$ cat src/rtl/led_pattern_gen.sv
// Multi-channel LED pattern generator: prescaled step tick drives an OFF/BLINK/CHASE/COUNT pattern.
// Optional PWM brightness control is compiled in with `define LED_PWM_EN (adds the duty port).
module led_pattern_gen #(
    parameter int unsigned PERIOD = 50_000_000,
    parameter int unsigned N_LED  = 4
) (
    input  logic             clk,
    input  logic             rst_n,
    input  logic             en,
    input  logic [1:0]       mode,
    input  logic             dir,
`ifdef LED_PWM_EN
    input  logic [7:0]       duty,
`endif
    output logic [N_LED-1:0] led,
    output logic             tick
);

    localparam int unsigned CNT_W = $clog2(PERIOD);

    typedef enum logic [1:0] {
        MODE_OFF   = 2'd0,
        MODE_BLINK = 2'd1,
        MODE_CHASE = 2'd2,
        MODE_COUNT = 2'd3
    } mode_t;

    logic [CNT_W-1:0] cnt;
    logic [N_LED-1:0] pattern;
    mode_t            mode_q;

    mode_t            mode_c;
    logic             last_cnt_c;
    logic [N_LED-1:0] pattern_init_c;
    logic [N_LED-1:0] pattern_step_c;

    assign mode_c     = mode_t'(mode);
    assign last_cnt_c = (cnt == CNT_W'(PERIOD - 1));

    // Reload value for a freshly selected mode and the next pattern for the current mode.
    always_comb begin
        pattern_init_c = '0;
        if (mode_c == MODE_CHASE) begin
            pattern_init_c = N_LED'(1);
        end

        pattern_step_c = pattern;
        case (mode_q)
            MODE_OFF:   pattern_step_c = '0;
            MODE_BLINK: pattern_step_c = ~pattern;
            MODE_CHASE: pattern_step_c = dir ? {pattern[0], pattern[N_LED-1:1]}
                                             : {pattern[N_LED-2:0], pattern[N_LED-1]};
            MODE_COUNT: pattern_step_c = pattern + N_LED'(1);
            default:    pattern_step_c = pattern;
        endcase
    end

    // A mode change reloads the pattern and restarts the prescaler, overriding any step.
    always_ff @(posedge clk or negedge rst_n) begin
        if (!rst_n) begin
            cnt     <= '0;
            pattern <= '0;
            mode_q  <= MODE_OFF;
            tick    <= 1'b0;
        end else if (mode_c != mode_q) begin
            mode_q  <= mode_c;
            cnt     <= '0;
            pattern <= pattern_init_c;
            tick    <= 1'b0;
        end else if (en) begin
            if (last_cnt_c) begin
                cnt     <= '0;
                pattern <= pattern_step_c;
                tick    <= 1'b1;
            end else begin
                cnt     <= cnt + CNT_W'(1);
                tick    <= 1'b0;
            end
        end else begin
            tick <= 1'b0;
        end
    end

`ifdef LED_PWM_EN
    logic [7:0] pwm_cnt;
    logic       pwm_on;

    // Free-running brightness counter; independent of en so dimming continues while frozen.
    always_ff @(posedge clk or negedge rst_n) begin
        if (!rst_n) begin
            pwm_cnt <= '0;
            pwm_on  <= 1'b0;
        end else begin
            pwm_cnt <= pwm_cnt + 8'd1;
            pwm_on  <= (pwm_cnt < duty);
        end
    end

    assign led = pattern & {N_LED{pwm_on}};
`else
    assign led = pattern;
`endif

endmodule

$ cat config.mk
export PLATFORM = sky130hd
export DESIGN_NAME = led_pattern_gen
export DESIGN_NICKNAME = d
export VERILOG_FILES = /design/src/rtl/led_pattern_gen.sv
export SDC_FILE = /design/constraint.sdc
export NUM_CORES = 1
export LEC_CHECK = 0
export BUFFER_PORTS_ARGS = -buffer_cell sky130_fd_sc_hd__buf_2
export CAP_MARGIN = 10
export CORE_AREA = 2 2 65 67
export DETAILED_ROUTE_END_ITERATION = 16
export DIE_AREA = 0 0 67 69
export GPL_ROUTABILITY_DRIVEN = 0
export PLACE_DENSITY = 0.72
export SKIP_CTS_REPAIR_TIMING = 1
export SYNTH_ARGS = -nofsm -noshare
export SYNTH_HDL_FRONTEND = slang
export SYNTH_SLANG_ARGS = --single-unit
$ cat constraint.sdc
create_clock -name clk -period 1.62 [get_ports clk]
set_clock_uncertainty 0.05 [all_clocks]
set_input_delay 0.081 -clock clk [delete_from_list [all_inputs] [get_ports clk]]
set_output_delay 0.081 -clock clk [all_outputs]
set_load 0.005 [all_outputs]
# ---- After elaboration in Yosys (flattened, before gate mapping)
# Index checks and enable logic that the tools add are counted.
dict set report totals {
  ff_bits 33
  latch_bits 0
  ram_bits 0
  rom_bits 0
  in_bits 6
  out_inout_bits 5
  mem_count 0
}
dict set report classes {
  add_sub_neg 2
  multipliers 0
  n_div 0
  order_cmp 0
  eq_ne 6
  shift 0
  n_mux 12
  bitwise_logic 1
  n_reduce_logical 4
}
# op count
set op_table {}
lappend op_table {{$mux 26} 3}
lappend op_table {{$add 26x1->26 const B} 1}
lappend op_table {{$eq 26x26->1 const B} 1}
lappend op_table {{$mux 4} 4}
lappend op_table {{$pmux 4 s4} 1}
lappend op_table {{$eq 2x2->1 const B} 3}
lappend op_table {{$add 4x1->4 const B} 1}
lappend op_table {{$mux 1} 4}
lappend op_table {{$not 4->4} 1}
lappend op_table {{$reduce_bool 2->1} 2}
lappend op_table {{$eq 2x1->1 const B} 1}
lappend op_table {{$logic_not 2->1} 1}
lappend op_table {{$ne 2x2->1} 1}
lappend op_table {{$reduce_and 2->1} 1}

# ---- Depth between registers and ports, before layout
# Gate-level depths: netlist of run 1.
dict set report logic_depth {
  ltp_word 5
  depth_mapped 7
  mapped_depth_nobuf 6
}

# ---- Worst setup path before layout of run 1
# No wires, ideal clock.
dict set report synth_path {
  kind {register to register}
  startpoint {register cnt[0]}
  endpoint {register cnt[21]}
  arrival_ns 1.626
  required_time_ns 1.493
  slack_ns -0.134
  path_stages_with_launch 7
  path_cell_list {dfrtp_1 > ha_1 > nand2_1 > nor2_1 > and3_4 > or4_1 > a21oi_1}
}
dict set report synth_between {
  elab_chain_cells 4
}
# element line
set synth_rtl {}
lappend synth_rtl {{start, declared} 28} ;# logic [CNT_W-1:0] cnt;
lappend synth_rtl {{start signal, assigned} 76} ;# cnt <= cnt + CNT_W'(1);
lappend synth_rtl {{$add 26x1->26 / $eq 26x26->1 (equally long branches)} {76, 38}}
lappend synth_rtl {{$mux 26 (*)} 71} ;# if (last_cnt_c) begin
lappend synth_rtl {{$mux 26 (*)} 70} ;# end else if (en) begin
lappend synth_rtl {{$mux 26 (*)} 65} ;# end else if (mode_c != mode_q) begin
# Mark *: on every way between the ends. The rest lies on a longest branch, timed or not. The select of a mux whose other input is x is not followed.
# A chain may end at the register's enable or synchronous reset.

# ---- Final worst setup path of run 1
dict set report layout_path {
  startpoint {register cnt[11]}
  endpoint {register cnt[9]}
}
dict set report layout_between {
  elab_chain_cells 4
}
# element line
set layout_rtl {}
lappend layout_rtl {{$eq 26x26->1} 38} ;# assign last_cnt_c = (cnt == CNT_W'(PERIOD - 1));
lappend layout_rtl {{$mux 26} 71}
lappend layout_rtl {{$mux 26} 70}
lappend layout_rtl {{$mux 26} 65}
# Every way passes these cells. The select of a mux whose other input is x is not followed.

==> results of run 1 <==
==> cells by family after synthesis <==
logic type,Yosys count,synth area share [%]
and+or+nand+nor,94,27.3
AOI/OAI and AO/OA,47,16.1
DFF,33,41.1
buffers and inverters,18,5.35
xor gates and xnor gates,16,6.97
muxes,4,1.99
adders and majority gates,2,1.24
==> final cells by class <==
type	count	area (um^2)	share of cell area (%)
repair buffers	76	576	20.6
multi-input cells	163	1220	43.8
well taps	50	62.6	2.24
flip-flops and latches	33	826	29.6
clock buffers	7	86.3	3.09
inverters	5	18.8	0.672
==> synth_stat cells (4+ instances only) <==
| library cell | number | share of area (%) |
|---|---|---|
| a21oi_1 | 8 | 2.0 |
| nor2_1 | 22 | 4.1 |
| nand2_1 | 12 | 2.2 |
| a31oi_1 | 5 | 1.6 |
| and3_1 | 7 | 2.2 |
| xor2_1 | 14 | 6.1 |
| nor3_1 | 4 | 1.0 |
| inv_1 | 5 | 0.93 |
| a211oi_1 | 4 | 1.5 |
| clkbuf_1 | 6 | 1.1 |
| nand3_1 | 11 | 2.7 |
| dfrtp_1 | 33 | 41 |
| o21ai_0 | 11 | 2.7 |
| a32o_1 | 6 | 3.0 |
| o2111ai_1 | 5 | 2.2 |
| nor3b_1 | 5 | 1.9 |
| o211ai_1 | 5 | 1.9 |
| nand4_1 | 6 | 1.9 |
| mux2i_1 | 4 | 2.0 |
==> metrics by stage <==
step	utilization [%]	instance area [um^2]	setup TNS [ns]
2_1_floorplan	-	2030	-0.164
3_3_place_gp	63.2	2470	-1.23
3_5_place_dp	63.2	2470	-2.23
4_1_cts	65.4	2560	-2.75
5_1_grt	71.3	2790	-3.50
6_report	71.3	2790	-1.84
==> flip-flops by register name, indices dropped and copies added (netlist names) <==
name	count
cnt	26
led	4
mode_q	2
tick	1
==> metal layers <==
| metal | track usage (%) | share of wire (%) |
|---|---|---|
| met5 | 0 | 0 |
| met4 | 8.16 | 2.4 |
| met3 | 5.87 | 3.5 |
| met2 | 38.8 | 51 |
| met1 | 33.0 | 43 |
==> worst min path at each step <==
stage	end	cells past startpoint
3_3_place_gp	led[2]	1
5_1_grt	led[0]	3
2_1_floorplan	cnt[0]	0
6_report	led[0]	3
4_1_cts	led[2]	1
3_5_place_dp	led[2]	1
==> critical path, stage by stage, from the launching register on <==
cell     delay (ns)
dfrtp_1        0.43
nor4_2         0.30
and4_4         0.31
and3_4         0.23
o21ai_0        0.10
a32o_1         0.24
==> power breakdown <==
part | internal, mW | total (mW) | switching [mW] | leakage (nW)
Combinational | 0.0772 | 0.194 | 0.116 | 0.763
Clock | 0.337 | 0.627 | 0.290 | 0.0443
Sequential | 0.833 | 0.847 | 0.0131 | 0.454
==> out/metrics.csv, run 1 <==
stage,metric,value,unit
run_status,outcome,"complete, but fails checks",
run_status,failing checks,negative setup slack,
logic_synthesis,Synth Net Count,222,
critical_path,worst-case reg-to-reg path depth,5,
global_routing,via count of the first global-routing pass,1875,
drt,Post-route DRC,0,
sta,Hold WS,0.110,ns
place,pre-CTS setup slack,-0.228,ns
floorplanning,initial core utilization,51.4,%
critical_path,critical path startpoint,cnt[11],
final_layout,final net count,292,
drt,"antenna viol nets, final",0,
logic_synthesis,Netlist cell types,46,
clocking,clk slew on worst S/H paths,0.07,ns
logic_synthesis,Mapped Cells,214,
critical_path,critical-path maximum fanout,7,
sta,Slew Limit Headroom,50.6,%
drt,total wire length,5410,um
critical_path,Worst Path Required,1.74,ns
global_routing,antenna violations before repair,0,
floorplanning,num rows,23,
final_layout,# fillers,303,
sta,final worst path period share,110,%
critical_path,Worst Path Arrival,1.91,ns
logic_synthesis,"EDFF count, synth",0,
global_routing,first-pass GRT wire length,8750,um
worst_hold_path,Hold WC Path Type,in -> reg,
power,Tot Pwr,1.67,mW
sta,Final WS setup,-0.161,ns
logic_synthesis,top_reg_cell synth,dfrtp_1,
final_layout,area grow syn2layout,38.8,%
sta,Peak Freq,0.561,GHz
floorplanning,I/O pin count,11,
global_routing,GRT overflow,0,
drt,TritonRoute pass-1 iters,4,
place,DP HPWL,3640,um
critical_path,Setup crit start kind,register,
logic_synthesis,synthesized cell area,2010,um^2
sta,final setup vio count,26,
drt,via count,1941,
critical_path,Critical Path Sink Type,register,
final_layout,Non-Filler Instances,334,
critical_path,Worst Setup EP,cnt[9],
sta,Pins Over Slew Limit,0,
sta,final hold violation count,0,
sta,Tmin final,1.78,ns
floorplanning,Die Y,69,um
logic_synthesis,register area share after synthesis,41.1,%
critical_path,FF-to-FF Start,cnt[11],
power,Pleak,1.26,nW
final_layout,"commonest non-fill, non-tap cell in the layout",buf_4,
global_routing,pin count of the biggest net entering global routing,34,
worst_hold_path,Hold Startpoint,mode[1],
drt,Iter 0 DRT Violations,134,
logic_synthesis,Seq cells post-synth,33,
clocking,Num CTS Buffers,5,
final_layout,fraction of layout instances using a drive strength above 1,38.4,%
clocking,Worst-Skew Late Latency,0.29,ns
drt,WL per Instance,16.2,um
floorplanning,core area,3910,um^2
final_layout,most frequent cells in the layout,"57 x buf_4, 33 x dfrtp_1, 20 x nor2_1",
clocking,CTS sink cnt,33,
power,Pwr per Cell Area,597,nW/um^2
sta,worst-margin pin slew,0.742,ns
place,port bufs,10,
global_routing,total global-route track usage,24.7,%
sta,unrepaired setup endpoints after global routing,true,
logic_synthesis,Synth Warn #,0,
flow_run,max-cap violations,0,
floorplanning,Die W,67,um
logic_synthesis,"FFs w/ async S/R, synth",100,%
final_layout,number of inserted diodes,0,
place,placed insts,318,
drt,routed vias/inst,5.81,
power,Peak VDD IR,0.429,mV
critical_path,Crit Path Category,reg -> reg,
logic_synthesis,"Avg Cell Area, Syn",9.40,um^2
clocking,CTS tree,done,
clocking,Root Buffer,clkbuf_8,
floorplanning,die area,4620,um^2
clocking,Max clock buf depth,2,
clocking,H-tree depth,2,
critical_path,Reg-to-Reg End,cnt[9],
critical_path,"setup slack, reg-to-reg",-0.16,ns
Note: power is estimated with default switching activity, not from simulation.
==> run 2: changes to the inputs <==
--- a/config.mk
+++ b/config.mk
@@ -7,11 +7,12 @@
 export LEC_CHECK = 0
 export BUFFER_PORTS_ARGS = -buffer_cell sky130_fd_sc_hd__buf_2
 export CAP_MARGIN = 10
-export CORE_AREA = 2 2 65 67
+export CORE_AREA = 2 2 63 65
+export CTS_BUF_LIST = sky130_fd_sc_hd__clkbuf_2
 export DETAILED_ROUTE_END_ITERATION = 16
-export DIE_AREA = 0 0 67 69
+export DIE_AREA = 0 0 65 67
 export GPL_ROUTABILITY_DRIVEN = 0
-export PLACE_DENSITY = 0.72
+export PLACE_DENSITY = 0.76
 export SKIP_CTS_REPAIR_TIMING = 1
 export SYNTH_ARGS = -nofsm -noshare
 export SYNTH_HDL_FRONTEND = slang
==> run 2 against run 1 <==
  * The flow still finishes with violations (negative setup slack)
  * Die area down 5.8%
  * Utilization grew 3.1 points
  * Sequential power is essentially flat
  * Total power decreased by 15%
  * Critical endpoint unchanged
  * Cell count is 0.90% lower
  * Routed wire length shrank 4.8%
==> out/metrics.csv, run 2 (same netlist as run 1, synthesis figures left out) <==
stage,metric,value,unit,change
sta,setup tns final,-4.12,ns,-2.27 ns
critical_path,critical-path cell list,"nor4bb_1, buf_4, and4_4, and3_4, o21ai_0, a32o_1",,
critical_path,CP max-delay cell,dfrtp_1,,
critical_path,"setup slack, reg-to-reg",-0.26,ns,-0.10 ns
final_layout,number of inserted diodes,0,,unchanged
power,clock power share,27.6,%,-10 points
global_routing,GRT overflow,0,,unchanged
worst_hold_path,Hold Path Cell Cnt,3,,unchanged
place,Post-DP Area,2430,um^2,-1.6%
critical_path,CP bufs+invs,1,,+1
floorplanning,Die W,65,um,-3.0%
clocking,Num CTS Buffers,5,,unchanged
critical_path,Setup crit start kind,register,,
power,combinational share of power,12.8,%,+1.2 points
power,Pleak,1.22,nW,-3.0%
critical_path,Crit Path Category,reg -> reg,,
clocking,CTS sink cnt,33,,unchanged
floorplanning,initial core utilization,55.8,%,+4.4 points
sta,Final WS setup,-0.257,ns,-0.0955 ns
critical_path,Reg-to-Reg End,cnt[9],,
critical_path,Slowest Stage Delay on Critical Path,0.43,ns,about the same
sta,final hold violation count,0,,unchanged
power,Peak VDD IR,0.437,mV,+1.9%
global_routing,total global-route track usage,25.8,%,+1.1 points
worst_hold_path,Hold Startpoint,mode[1],,
place,DP HPWL,3520,um,-3.3%
run_status,outcome,"complete, but fails checks",,
final_layout,design area,2690,um^2,-3.8%
critical_path,Top delay family on crit path,simple AND/OR/NAND/NOR gates,,
worst_hold_path,Hold WC Path Type,in -> reg,,
final_layout,max reg flops,26,,unchanged
final_layout,Non-Filler Instances,331,,-0.90%
final_layout,most frequent cells in the layout,"58 x buf_4, 33 x dfrtp_1, 20 x nor2_1",,
global_routing,via count of the first global-routing pass,1893,,+0.96%
drt,routed vias/inst,5.84,,+0.49%
global_routing,pin count of the biggest net entering global routing,34,,unchanged
worst_hold_path,hold endpoint,led[0],,
drt,"antenna viol nets, final",0,,unchanged
power,Net Sw Frac,28.9,%,+3.8 points
critical_path,worst-case reg-to-reg path depth,6,,+1
sta,Slew Limit Headroom,50.0,%,-0.55 points
final_layout,final net count,290,,-0.68%
flow_run,max-cap violations,0,,unchanged
floorplanning,die area,4360,um^2,-5.8%
sta,final worst path period share,116,%,+5.9 points
power,switching pwr,411,uW,-2.0%
power,Tot Pwr,1.42,mW,-15%
power,Pwr per Cell Area,529,nW/um^2,-11%
sta,worst-margin pin slew,0.750,ns,+0.00822 ns
drt,Iter 0 DRT Violations,156,,+16%
sta,unrepaired setup endpoints after global routing,true,,
final_layout,Largest Register,cnt,,
place,port bufs,10,,unchanged
clocking,H-tree depth,2,,unchanged
sta,Tmin final,1.88,ns,+0.0955 ns
clocking,Root Buffer,clkbuf_2,,
floorplanning,Die Y,67,um,-2.9%
clocking,clk slew on worst S/H paths,0.16,ns,+0.09 ns
final_layout,fraction of layout instances using a drive strength above 1,37.5,%,-0.92 points
drt,total wire length,5150,um,-4.8%
floorplanning,I/O pin count,11,,unchanged
critical_path,Worst Path Required,1.85,ns,+0.11 ns
sta,Hold WS,0.0114,ns,-0.0989 ns
final_layout,area grow syn2layout,33.5,%,
sta,final setup vio count,28,,+7.7%
floorplanning,num rows,22,,-4.3%
sta,Pins Over Slew Limit,0,,unchanged
critical_path,Worst Path Arrival,2.11,ns,+0.20 ns
floorplanning,core area,3610,um^2,-7.9%
sta,Peak Freq,0.533,GHz,-5.1%
drt,via count,1933,,-0.41%
global_routing,antenna violations before repair,0,,unchanged
final_layout,"commonest non-fill, non-tap cell in the layout",buf_4,,
power,Int Power,1.01,mW,-19%
clocking,CTS tree,done,,
drt,Post-route DRC,0,,unchanged
drt,WL per Instance,15.6,um,-3.9%
run_status,failing checks,negative setup slack,,
global_routing,first-pass GRT wire length,8540,um,-2.4%
critical_path,FF-to-FF Start,cnt[24],,
clocking,Max clock buf depth,2,,unchanged
critical_path,Critical Path Sink Type,register,,
critical_path,critical-path maximum fanout,7,,unchanged
power,Seq pwr share,59.6,%,+8.8 points
place,placed insts,311,,-2.2%
clocking,Worst-Skew Late Latency,0.38,ns,+0.09 ns
drt,TritonRoute pass-1 iters,5,,+1
run 2: cell count changes in the layout (fill, tap and decap cells not counted), sizes merged:
cell / change
clkbuf: -1
clkinv: +2
buf: -2
run 2: worst max path at each step:
stage                     depth (start not counted)    start  endpoint
after detailed placement                          5   cnt[0]   cnt[15]
after floorplan                                   6  cnt[17]   cnt[21]
after global placement                            6  cnt[24]    led[1]
after CTS                                         5   cnt[0]   cnt[15]
final                                             6  cnt[24]    cnt[9]
after global routing                              6  cnt[24]    cnt[9]
run 2: worst min-delay path, delay by kind of cell:
| family | cells | cell delay [ns] |
|---|---|---|
| AO/OA/AOI/OAI | 2 | 0.21 |
| buffers and inverters | 1 | 0.13 |
run 2: power groups by stage:
stage	Sequential [mW]	Combinational [mW]	Clock, mW
3_3_place_gp	0.862	0.160	0
3_5_place_dp	0.863	0.166	0
5_1_grt	0.849	0.202	0.432
6_report	0.848	0.182	0.392
4_1_cts	0.848	0.167	0.400
2_1_floorplan	0.860	0.100	0
run 2: area by class of cell:
class                           instances  area, um^2
Clock buffer                            6        30.0
Fill cell                             261         921
Tap cell                               48        60.1
Sequential cell                        33         826
Clock inverter                          2        10.0
Multi-Input combinational cell        163        1190
Inverter                                5        18.8
Timing Repair Buffer                   74         549
run 2: per-stage QoR:
step	util (%)	setup WS (ns)
floorplan	-	-0.0435
global placement	67.5	-0.181
detailed placement	67.5	-0.280
CTS	68.6	-0.343
global route	74.5	-0.385
finish	74.5	-0.257
run 2: per-layer routing:
metal / track usage [%] / routed length, um / vias to the layer above
met1: 31.0 / 2270 / 960
met3: 5.24 / 122 / 9
met5: 0 / 0 / -
met4: 8.78 / 54 / 0
met2: 45.9 / 2700 / 28
li1: - / - / 936
